[src/rtl/add_accum_pkg.sv]
// add_accum_pkg: shared types and constants for the add_accum block.
//   state_t : batch controller states (IDLE, RUN, DONE)
//   RES_W   : width of one accepted adder result {in_ov, in_sum}
package add_accum_pkg;

    localparam int RES_W = 5;

    typedef enum logic [1:0] {
        IDLE = 2'd0,
        RUN  = 2'd1,
        DONE = 2'd2
    } state_t;

endpackage

[src/rtl/add_accum_sat.sv]
// add_accum_sat: combinational ACC_W-bit accumulate step.
// Adds a zero-extended RES_W-bit result to the current total and flags
// when the true sum no longer fits in ACC_W bits.
// Build option: define ADD_ACCUM_SAT_EN to clamp the sum at 2^ACC_W-1
// instead of wrapping modulo 2^ACC_W.
// Ports:
//   acc_in  [ACC_W-1:0]  current accumulator value
//   value   [RES_W-1:0]  unsigned result to add
//   sum     [ACC_W-1:0]  next accumulator value (wrapped or clamped)
//   wrap                 true sum exceeded 2^ACC_W-1
module add_accum_sat
    import add_accum_pkg::*;
#(
    parameter int ACC_W = 8
) (
    input  logic [ACC_W-1:0] acc_in,
    input  logic [RES_W-1:0] value,
    output logic [ACC_W-1:0] sum,
    output logic             wrap
);

    logic [ACC_W:0] sum_ext_s;

    // One extra bit holds the carry out that signals overflow of the total.
    always_comb begin
        sum_ext_s = {1'b0, acc_in} + {{(ACC_W + 1 - RES_W){1'b0}}, value};
        wrap      = sum_ext_s[ACC_W];
`ifdef ADD_ACCUM_SAT_EN
        if (sum_ext_s[ACC_W]) begin
            sum = {ACC_W{1'b1}};
        end else begin
            sum = sum_ext_s[ACC_W-1:0];
        end
`else
        sum = sum_ext_s[ACC_W-1:0];
`endif
    end

endmodule

[src/rtl/add_accum.sv]
// add_accum: batch accumulator for a 4-bit adder with carry output.
// A start pulse opens a batch of N_OPS results; each accepted result
// {in_ov, in_sum} is added to acc, results with in_ov set are counted in
// ov_cnt (saturating), and acc_wrap records any overflow of acc.
// Build option: ADD_ACCUM_SAT_EN (clamp acc instead of wrapping).
// Ports:
//   clk, rst (async, active-low)
//   start            one-cycle pulse, opens a batch from IDLE or DONE
//   in_valid/in_ready  result handshake, ready only while running
//   in_sum[3:0], in_ov adder result
//   busy, done       batch status
//   acc[ACC_W-1:0]   running total
//   ov_cnt[CNT_W-1:0] count of accepted results with in_ov=1
//   acc_wrap         sticky accumulator overflow flag
module add_accum
    import add_accum_pkg::*;
#(
    parameter int ACC_W = 8,
    parameter int CNT_W = 8,
    parameter int N_OPS = 16
) (
    input  logic             clk,
    input  logic             rst,
    input  logic             start,
    input  logic             in_valid,
    output logic             in_ready,
    input  logic [3:0]       in_sum,
    input  logic             in_ov,
    output logic             busy,
    output logic             done,
    output logic [ACC_W-1:0] acc,
    output logic [CNT_W-1:0] ov_cnt,
    output logic             acc_wrap
);

    localparam logic [CNT_W-1:0] LAST_CNT = CNT_W'(N_OPS);
    localparam logic [CNT_W-1:0] CNT_MAX  = {CNT_W{1'b1}};
    localparam logic [CNT_W-1:0] CNT_ONE  = {{(CNT_W-1){1'b0}}, 1'b1};

    state_t           state_r;
    logic [ACC_W-1:0] acc_r;
    logic [CNT_W-1:0] ov_cnt_r;
    logic [CNT_W-1:0] op_cnt_r;
    logic             acc_wrap_r;
    logic             in_ready_r;
    logic             busy_r;
    logic             done_r;

    logic [RES_W-1:0] value_s;
    logic [ACC_W-1:0] sum_s;
    logic             wrap_s;
    logic             last_s;

    assign value_s = {in_ov, in_sum};
    assign last_s  = ((op_cnt_r + CNT_ONE) == LAST_CNT);

    add_accum_sat #(
        .ACC_W (ACC_W)
    ) u_sat (
        .acc_in (acc_r),
        .value  (value_s),
        .sum    (sum_s),
        .wrap   (wrap_s)
    );

    // Batch FSM, counters and registered status outputs.
    always_ff @(posedge clk or negedge rst) begin
        if (!rst) begin
            state_r    <= IDLE;
            acc_r      <= {ACC_W{1'b0}};
            ov_cnt_r   <= {CNT_W{1'b0}};
            op_cnt_r   <= {CNT_W{1'b0}};
            acc_wrap_r <= 1'b0;
            in_ready_r <= 1'b0;
            busy_r     <= 1'b0;
            done_r     <= 1'b0;
        end else begin
            case (state_r)
                IDLE, DONE: begin
                    // Everything clears on the same edge that opens the batch.
                    if (start) begin
                        state_r    <= RUN;
                        acc_r      <= {ACC_W{1'b0}};
                        ov_cnt_r   <= {CNT_W{1'b0}};
                        op_cnt_r   <= {CNT_W{1'b0}};
                        acc_wrap_r <= 1'b0;
                        in_ready_r <= 1'b1;
                        busy_r     <= 1'b1;
                        done_r     <= 1'b0;
                    end else begin
                        state_r <= state_r;
                    end
                end
                RUN: begin
                    // start is ignored here; only accepted results change state.
                    if (in_valid && in_ready_r) begin
                        acc_r    <= sum_s;
                        op_cnt_r <= op_cnt_r + CNT_ONE;
                        if (wrap_s) begin
                            acc_wrap_r <= 1'b1;
                        end else begin
                            acc_wrap_r <= acc_wrap_r;
                        end
                        if (in_ov && (ov_cnt_r != CNT_MAX)) begin
                            ov_cnt_r <= ov_cnt_r + CNT_ONE;
                        end else begin
                            ov_cnt_r <= ov_cnt_r;
                        end
                        if (last_s) begin
                            state_r    <= DONE;
                            in_ready_r <= 1'b0;
                            busy_r     <= 1'b0;
                            done_r     <= 1'b1;
                        end else begin
                            state_r <= RUN;
                        end
                    end else begin
                        state_r <= RUN;
                    end
                end
                default: begin
                    state_r    <= IDLE;
                    in_ready_r <= 1'b0;
                    busy_r     <= 1'b0;
                    done_r     <= 1'b0;
                end
            endcase
        end
    end

    assign in_ready = in_ready_r;
    assign busy     = busy_r;
    assign done     = done_r;
    assign acc      = acc_r;
    assign ov_cnt   = ov_cnt_r;
    assign acc_wrap = acc_wrap_r;

endmodule

[config.mk]
export PLATFORM = sky130hd
export DESIGN_NAME = add_accum
export DESIGN_NICKNAME = d
export VERILOG_FILES = /design/src/rtl/add_accum_pkg.sv /design/src/rtl/add_accum_sat.sv /design/src/rtl/add_accum.sv
export SDC_FILE = /design/constraint.sdc
export NUM_CORES = 1
export LEC_CHECK = 0
export BUFFER_PORTS_ARGS = -buffer_cell sky130_fd_sc_hd__clkbuf_2
export CORE_MARGIN = 5
export CORE_UTILIZATION = 59
export DETAILED_ROUTE_END_ITERATION = 10
export MAX_ROUTING_LAYER = met4
export PLACE_DENSITY = 0.91
export REMOVE_ABC_BUFFERS = 1
export SKIP_LAST_GASP = 1
export SYNTH_ARGS = -nofsm -noshare
export SYNTH_HDL_FRONTEND = slang
export SYNTH_SLANG_ARGS = --single-unit
[constraint.sdc]
create_clock -name clk -period 3.2 [get_ports clk]
set_input_delay 0.32 -clock clk [delete_from_list [all_inputs] [get_ports clk]]
set_output_delay 0.32 -clock clk [all_outputs]
set_load 0.005 [all_outputs]
==> flow_summary.toml <==
[job]
cap_viol_max_count = 0

[grt]
grt_max_degree = 30
grt_pass1_vias = 1607
grt_pass1_wl_um = 6860
antenna_found_initial = 0
globalRouteTotalUtil_pct = 21.7
gr-total-overflow = 0

[floorplan]
start_util_pct = 61.3
die_w_um = 63.5
rows = 19
core_area_um2 = 2760
io-pin-count = 29
die_height_um = 63.5
die_area_um2 = 4040

[logic_synthesis]
synthCells = 180
ys_async_sr_fraction_pct = 100
netlist_area_um2 = 1690
synth_flop_cell = "dfrtp_1"
avgSynthCellArea_um2 = 9.40
synth-edff-count = 0
synth-seq-area-share_pct = 42.9
synth_seq_cells = 29
ys_types = 45
ys_warn_count = 0

[layout]
nNetsFinal = 226
diodes = 0
fill_cells = 217
ff_latch_area_um2 = 726
multi_input_comb_area_um2 = 908
drive_above_1_share_pct = 18.7
area.growth.synth_to_final_pct = 12.2

[place]
dp_hpwl_um = 2810
place_ws_ns = 1.16
gp_congestion = 0.895
port_buffers = 28

[clock_network]
clk_latency_ns = 0.33
cts-buffers-inserted = 5
clock_path_buffers = 2
hold_buffers = 0
post_cts_buffers = 0
cts_resized = 0
cts_root_buf = "clkbuf_4"
clk_pin_slew_ns = 0.10
cts_tree = "done"
cts_max_level = 2
cts_sinks = 29

[worst_setup_path]
crit_fanout = 4
cpMostUsedCell = "a21o_1"
worstPathCellList = "ha_1, fa_1, a21o_1, a21o_1, a211o_1, and3_1"
path_class = "reg2reg"
critical-path-max-stage-delay_ns = 0.42
endpoint_kind = "flip-flop"
arrival_ns = 2.27
required_ns = 3.42
startpoint_type = "flip-flop"
slowest_stage = "fa_1"

[timing]
setup_violations = 0
finalCritPeriodShare_pct = 64.2
finalHoldViolCount = 0
period_needed_ns = 2.05
maxSlewHeadroom_pct = 52.4
setup_slack_ns = 1.15
rsz0062_at_grt = "false"
maxSlewViolCount = 0
setup_tns_ns = 0
fmax_ghz = 0.487
tightestPinTransition_ns = 0.713
skew_ns = 0.00952

[pwr]
finalPower_uw = 1210
powerDensity_nw_per_um2 = 638
peakVddDrop_uv = 500
p_leak_uw = 0.000903

[run_status]
status = "complete, no violations"

[drt]
drcViolationCount = 0
num_vias = 1601
vias_per_cell = 6.67
antenna_left = 0
drt-initial-drc-count = 102
finalWirelength_um = 4060
wl_per_cell_um = 16.9
first_pass_iters = 4

[worst_hold_path]
hp-class = "in2async"
[cells in the mapped netlist (all sizes together), types with 3 or more instances]
library cell / count / area, um2
a21oi: 10 / 50.1
nand2: 16 / 60.1
or3: 3 / 18.8
nand4: 3 / 33.8
a21o: 4 / 30.0
buf: 4 / 31.3
ha: 7 / 87.6
nand3: 14 / 70.1
nand2b: 3 / 18.8
nor2: 9 / 33.8
nor2b: 3 / 18.8
dfrtp: 29 / 726
xnor2: 3 / 26.3
clkbuf: 5 / 18.8
o31ai: 4 / 30.0
a211oi: 3 / 22.5
o21ai: 22 / 110
and3: 5 / 31.3
or4: 3 / 22.5
[cell families after synthesis]
| kind of cell | after synthesis | synth area share [%] |
|---|---|---|
| AO/OA/AOI/OAI | 59 | 22.2 |
| XOR/XNOR | 3 | 1.55 |
| adder cells (fa/ha/maj) | 8 | 6.36 |
| buffers and inverters | 11 | 3.40 |
| flip-flops | 29 | 42.9 |
| multiplexers | 3 | 1.85 |
| AND/OR/NAND/NOR | 67 | 21.7 |
[metrics by stage]
| step | utilization [%] | hold WS [ns] | cell area (um2) | std cells |
|---|---|---|---|---|
| after floorplan | - | 0.0244 | 1640 | 171 |
| after global placement | 66.8 | 0.410 | 1840 | 233 |
| after detailed placement | 66.8 | 0.408 | 1840 | 233 |
| after CTS | 68.8 | 0.0514 | 1900 | 240 |
| after global routing | 68.8 | 0.0829 | 1900 | 240 |
| final | 68.8 | 0.0212 | 1900 | 240 |
[registers in the layout, summed over array words and instances (netlist names)]
| register | count |
|---|---|
| done | 1 |
| busy | 1 |
| acc | 8 |
| ov_cnt | 8 |
| state_r | 2 |
| op_cnt_r | 8 |
| acc_wrap | 1 |
[cell type report]
type / instances / share of cell area, %
multi-input cells: 140 / 47.9
flip-flops and latches: 29 / 38.2
repair buffers: 31 / 8.57
clock buffers: 7 / 2.90
well taps: 31 / 2.04
inverters: 2 / 0.396
[worst max-delay path: cells and delay by family (launching register included)]
kind	cells	cell delay, ns
DFF	1	0.41
and+or+nand+nor	1	0.17
AOI/OAI and AO/OA	3	0.71
adders and majority gates	2	0.65
[report_power, final]
group          switching [uW]  internal, uW  leakage [uW]
sequential                112           449      0.000376
clock                     127           104     0.0000314
combinational             222           197      0.000495
[per-layer routing]
| layer | part of all wire (%) | GRT usage [%] | wire, um |
|---|---|---|---|
| met5 | 0 | - | 0 |
| met4 | 0.74 | 10.6 | 30 |
| met3 | 7.9 | 5.86 | 320 |
| met2 | 50 | 35.3 | 2050 |
| met1 | 41 | 24.5 | 1660 |
[cells in the final DEF, fill, tap and decap left out, drive strengths merged, types with 2 or more instances in the layout]
master   instances
clkbuf          35
dfrtp           29
o21ai           22
nand2           16
nand3           14
a21oi           10
nor2             9
ha               7
and3             5
a21o             4
o31ai            4
nand2b           3
a211oi           3
xnor2            3
nor2b            3
or4              3
or3              3
buf              3
nand4            3
o211ai           2
mux2i            2
and4             2
inv              2
a22o             2
a41oi            2
o2111ai          2
nor3             2
[path summary, 6_finish.rpt]
path / end / depth (start not counted) / slack, ns / start
worst min register to register: op_cnt_r[6] / 1 / 0.53 / op_cnt_r[6]
max in group asynchronous: op_cnt_r[4] / 1 / 2.71 / rst
worst min-delay path: ov_cnt[6] / 1 / 0.02 / rst
min in group clk: state_r[1] / 3 / 0.33 / start
worst max-delay path: acc[6] / 6 / 1.15 / acc[0]
worst max register to register: acc[6] / 6 / 1.15 / acc[0]
Note: power is estimated with default switching activity, not from simulation.
